===== config.mk =====
export PLATFORM = sky130hd
export DESIGN_NAME = jtkiwi_rom_arb
export DESIGN_NICKNAME = d
export VERILOG_FILES = /design/src/rtl/jtkiwi_rom_arb.sv
export SDC_FILE = /design/constraint.sdc
export NUM_CORES = 1
export LEC_CHECK = 0
export ABC_CLOCK_PERIOD_IN_PS = 8250
export CORE_AREA = 8 8 130 132
export CTS_BUF_LIST = sky130_fd_sc_hd__clkbuf_4 sky130_fd_sc_hd__clkbuf_8
export CTS_CLUSTER_DIAMETER = 100
export DETAILED_ROUTE_END_ITERATION = 6
export DIE_AREA = 0 0 138 140
export GPL_TIMING_DRIVEN = 0
export HOLD_SLACK_MARGIN = 0.05
export PLACE_DENSITY = 0.88
export SYNTH_ARGS = -nofsm -noshare
export SYNTH_HDL_FRONTEND = slang
export SYNTH_SLANG_ARGS = --single-unit

===== constraint.sdc =====
create_clock -name clk -period 8.25 [get_ports clk]
set_clock_uncertainty 0.2 [all_clocks]
set_input_delay 0.825 -clock clk [delete_from_list [all_inputs] [get_ports clk]]
set_output_delay 0.825 -clock clk [all_outputs]
set_load 0.03 [all_outputs]

===== src/rtl/jtkiwi_rom_arb.sv =====
// N-channel SDRAM ROM fetch arbiter with a one-word hit cache per channel.
// Define JTKIWI_ROMARB_FIXPRIO_EN for fixed lowest-index priority; default is round-robin.
`timescale 1ns/1ps
module jtkiwi_rom_arb #(
  parameter int NCH = 3,
  parameter int AW  = 20,
  parameter int DW  = 32
) (
  input  logic              clk,
  input  logic              rst,
  input  logic              flush,
  input  logic [NCH-1:0]    ch_cs,
  input  logic [NCH*AW-1:0] ch_addr,
  output logic [NCH-1:0]    ch_ok,
  output logic [NCH*DW-1:0] ch_data,
  output logic              sdr_req,
  output logic [AW-1:0]     sdr_addr,
  input  logic              sdr_ack,
  input  logic              sdr_rdy,
  input  logic [DW-1:0]     sdr_dout
);

  localparam int GW = (NCH > 1) ? $clog2(NCH) : 1;

  localparam logic [1:0] ST_IDLE = 2'd0;
  localparam logic [1:0] ST_REQ  = 2'd1;
  localparam logic [1:0] ST_WAIT = 2'd2;

  logic [1:0]               state_q, state_d;
  logic                     sdr_req_q, sdr_req_d;
  logic [AW-1:0]            sdr_addr_q, sdr_addr_d;
  logic [GW-1:0]            g_q, g_d;
  logic [NCH-1:0]           vld_q;
  logic [NCH-1:0][AW-1:0]   tag_q;
  logic [NCH-1:0][DW-1:0]   dat_q;
  logic [NCH-1:0]           miss;
  logic                     grant_vld;
  logic [GW-1:0]            grant_idx;
  logic                     fill;

  // Hits are judged purely on registered cache state, so ch_ok has no path from the SDRAM side.
  generate
    for (genvar gi = 0; gi < NCH; gi++) begin : g_ch
      assign ch_ok[gi]            = ch_cs[gi] & vld_q[gi] & (tag_q[gi] == ch_addr[gi*AW +: AW]);
      assign ch_data[gi*DW +: DW] = dat_q[gi];
    end
  endgenerate

  assign miss     = ch_cs & ~ch_ok;
  assign sdr_req  = sdr_req_q;
  assign sdr_addr = sdr_addr_q;

`ifdef JTKIWI_ROMARB_FIXPRIO_EN
  always_comb begin
    grant_vld = 1'b0;
    grant_idx = '0;
    for (int k = NCH-1; k >= 0; k--) begin
      if (miss[k]) begin
        grant_vld = 1'b1;
        grant_idx = GW'(k);
      end
    end
  end
`else
  logic [GW-1:0] last_q, last_d;
  logic [GW-1:0] rr_idx;
  int            rr_sum;

  // Scan from farthest to nearest so the channel closest after last_q overrides the rest.
  always_comb begin
    grant_vld = 1'b0;
    grant_idx = '0;
    rr_sum    = 0;
    rr_idx    = '0;
    for (int k = NCH; k >= 1; k--) begin
      rr_sum = int'(last_q) + k;
      if (rr_sum >= NCH) rr_sum = rr_sum - NCH;
      rr_idx = GW'(rr_sum);
      if (miss[rr_idx]) begin
        grant_vld = 1'b1;
        grant_idx = rr_idx;
      end
    end
  end
`endif

  always_comb begin
    state_d    = state_q;
    sdr_req_d  = sdr_req_q;
    sdr_addr_d = sdr_addr_q;
    g_d        = g_q;
    fill       = 1'b0;
`ifndef JTKIWI_ROMARB_FIXPRIO_EN
    last_d     = last_q;
`endif
    case (state_q)
      ST_IDLE: begin
        if (grant_vld) begin
          sdr_addr_d = ch_addr[grant_idx*AW +: AW];
          sdr_req_d  = 1'b1;
          g_d        = grant_idx;
`ifndef JTKIWI_ROMARB_FIXPRIO_EN
          last_d     = grant_idx;
`endif
          state_d    = ST_REQ;
        end
      end
      ST_REQ: begin
        if (sdr_ack) begin
          sdr_req_d = 1'b0;
          // Data may arrive together with the accept; fill straight away.
          if (sdr_rdy) begin
            fill    = 1'b1;
            state_d = ST_IDLE;
          end else begin
            state_d = ST_WAIT;
          end
        end
      end
      ST_WAIT: begin
        if (sdr_rdy) begin
          fill    = 1'b1;
          state_d = ST_IDLE;
        end
      end
      default: state_d = ST_IDLE;
    endcase
  end

  always_ff @(posedge clk) begin
    if (rst) begin
      state_q    <= ST_IDLE;
      sdr_req_q  <= 1'b0;
      sdr_addr_q <= '0;
      g_q        <= '0;
`ifndef JTKIWI_ROMARB_FIXPRIO_EN
      last_q     <= GW'(NCH-1);
`endif
    end else begin
      state_q    <= state_d;
      sdr_req_q  <= sdr_req_d;
      sdr_addr_q <= sdr_addr_d;
      g_q        <= g_d;
`ifndef JTKIWI_ROMARB_FIXPRIO_EN
      last_q     <= last_d;
`endif
    end
  end

  // The fill always lands tag/data; a concurrent flush keeps the entry invalid.
  always_ff @(posedge clk) begin
    if (rst) begin
      vld_q <= '0;
      tag_q <= '0;
      dat_q <= '0;
    end else begin
      if (flush) vld_q <= '0;
      if (fill) begin
        tag_q[g_q] <= sdr_addr_q;
        dat_q[g_q] <= sdr_dout;
        if (!flush) vld_q[g_q] <= 1'b1;
      end
    end
  end

endmodule


==> results.py <==
metrics = {
    "drt": {
        "vias": 8049,
        "top_layer_used": "met4",
        "routed-wl-met3_um": 2920,
        "m1WireLength_um": 10500,
        "wire_per_inst_um": 19.2,
        "drc": 0,
        "wl_um": 27400,
        "drtAntennaViolNets": 0,
        "drt_iter0_drc": 683,
        "firstDrtPassIters": 5,
        "wl_met2_um": 12600,
        "via_per_inst": 5.66,
    },
    "synthesis": {
        "yosys-top-cells-count": "nand2_1 (345), dfxtp_1 (185), a21oi_1 (161), clkbuf_1 (53), xnor2_1 (37)",
        "synth_edf_count": 0,
        "synth_seq_cells": 185,
        "ys_seq_area_share_pct": 46.9,
        "synth-async-reset-ratio_pct": 0,
        "synth_ff_type": "dfxtp_1",
        "synth_area_sq_um": 7900,
        "synth.largest_area_cell": "dfxtp_1",
        "synth_top_area_share_pct": 46.9,
        "synthCells": 984,
        "yosysMostFrequentCell": "nand2_1",
        "synth_nets": 1090,
        "yosysWarnings": 0,
        "synth_cell_types": 54,
        "syn_avg_cell_area_sq_um": 8.03,
        "ys_top_cells_by_area": "dfxtp_1 (47%), nand2_1 (16%), a21oi_1 (10%), xnor2_1 (4.1%), mux2i_1 (2.8%)",
    },
    "final_layout": {
        "fin_nets": 1327,
        "syn_to_final_growth_pct": 35.9,
        "n_fill_cell": 1140,
        "drive_above_1_share_pct": 4.54,
        "instances_no_fill": 1422,
        "diodes": 0,
    },
    "timing": {
        "finalHoldViolations": 0,
        "min_period_ns": 4.43,
        "fmax_mhz": 226,
        "finalMaxSlewViolations": 0,
        "setup_violations": 0,
        "relSlewSlack_pct": 19.7,
        "rsz0062_at_grt": "no",
        "tightest_slew_ns": 1.20,
        "post-route-period-util_pct": 53.7,
        "fin_ws_ns": 3.82,
        "whs_ns": 0.256,
        "setup_tns_ns": 0,
    },
    "floorplan": {
        "start_util_pct": 53.1,
        "die_h_um": 140,
        "die_w_um": 138,
        "io_pins": 220,
        "core_sq_um": 14900,
        "die-area_sq_um": 19300,
        "rows": 45,
    },
    "place": {
        "routabilityCongestion": 0.959,
        "pre_cts_slack_ns": 3.85,
        "dp_hpwl_um": 20400,
        "dp.cells": 1390,
        "port_buffers": 218,
    },
    "worst_setup_path": {
        "critPathLaunch": "ch_addr[44]",
        "cp_data_required_time_ns": 7.22,
        "start_kind": "input pin",
        "r2r_start": "g_q[0]",
        "crit_arrival_ns": 3.41,
        "crit_fanout": 5,
        "cp-end-kind": "output port",
        "ff2ff_path_depth": 11,
        "path_class": "input pin to output port",
    },
    "grt": {
        "grt_pass1_wl_um": 42400,
        "grt_use_total_pct": 27.5,
        "grt_max_degree": 17,
        "overflow": 0,
        "grt_pass1_vias": 7839,
        "antenna_found_initial": 0,
    },
    "pwr": {
        "power-per-cell-area_nw_per_um2": 230,
        "power.leakage_uw": 0.00367,
        "ir_worst_vdd_mv": 0.159,
        "p_total_uw": 2470,
    },
    "hold_path": {
        "holdCritPathClass": "flop to flop",
        "min_from": "ch_data[95]",
        "hold_depth": 2,
    },
    "cts": {
        "cts_hold_buf": 0,
        "clkLatencyLatePin_ns": 0.48,
        "cts_tree": "built",
        "cts_buffers": 17,
        "cts_resized": 0,
        "h-tree-depth": 4,
        "cts_setup_buffers": 0,
        "clock-sinks": 185,
        "cts_root_buffer": "clkbuf_8",
        "cts.clk_slew.worst_paths_ns": 0.08,
        "cts_buffer_depth": 2,
    },
    "flow_run": {
        "max_cap_viol_count": 0,
    },
    "status": {
        "status": "completed",
    },
}
## area by class of cell
| cell class | count | area [sq um] | area share [%] |
|---|---|---|---|
| Tap cell | 188 | 235 | 2.19 |
| Timing Repair Buffer | 218 | 2180 | 20.3 |
| Clock buffer | 25 | 332 | 3.09 |
| Buffer | 62 | 269 | 2.51 |
| Sequential cell | 185 | 3700 | 34.5 |
| Inverter | 10 | 37.5 | 0.350 |
| Clock inverter | 7 | 87.6 | 0.816 |
| Multi-Input combinational cell | 727 | 3890 | 36.2 |
## cells in the final DEF (no fill, tap or decap), types with 3 or more instances in the layout
master	n
a21oi_1	161
xnor2_1	37
or2_2	3
clkbuf_1	53
o211ai_2	3
o211ai_1	3
clkinv_2	4
ha_1	6
nand2_1	345
clkdlybuf4s50_1	218
buf_6	4
buf_2	5
or2_0	18
nor2_1	13
clkbuf_8	23
nor3_1	7
xor2_1	23
o21ai_0	3
nand4_1	16
nand3_1	3
inv_1	9
mux2i_1	22
a32o_1	20
nor4_1	7
dfxtp_1	185
## logic make-up (layout without fill, tap and decap cells)
family,after synthesis,in the layout,share of synthesized area [%]
simple gates,429,429,22.9
compound gates,208,208,15.6
flops,185,185,46.9
buf+inv,72,322,3.88
xor+xnor,60,60,6.65
mux,24,24,3.07
fa+ha+maj,6,6,0.950
## power breakdown
group / switching [uW] / internal [uW] / total (uW) / leakage, uW
sequential: 64.5 / 956 / 1020 / 0.00150
combinational: 484 / 333 / 817 / 0.00196
clock: 312 / 323 / 635 / 0.000219
## stage by stage
step           utilization [%]  cell area (sq um)
5_1_grt                   72.2              10700
6_report                  72.2              10700
2_1_floorplan                -               7900
4_1_cts                   72.2              10700
3_3_place_gp              69.4              10300
3_5_place_dp              69.4              10300
## worst max-delay path, stage by stage
cell	delay (ns)
clkdlybuf4s50_1	0.45
xor2_1	0.17
nor4_1	0.46
nand4_1	0.35
nor4_1	0.40
clkdlybuf4s50_1	0.75
## registers in the layout, indices dropped and copies added, names as in the netlist
signal,cells
last_q,1
g_q,2
sdr_addr,20
tag_q,60
state_q,2
vld_q,3
sdr_req,1
ch_data,96
## per-layer routing
metal / global-route usage (%) / up-vias
met2: 44.5 / 447
met1: 31.7 / 3735
met5: 0 / -
met3: 8.82 / 93
met4: 15.4 / 0
li1: - / 3774
## worst paths after layout
check	to	slack (ns)
worst max-delay path	ch_ok[2]	3.82
worst min-delay path	ch_data[95]	0.26
worst max register to register	sdr_addr[5]	4.69
worst min register to register	ch_data[95]	0.26
Power figures use the tool's default switching activity.
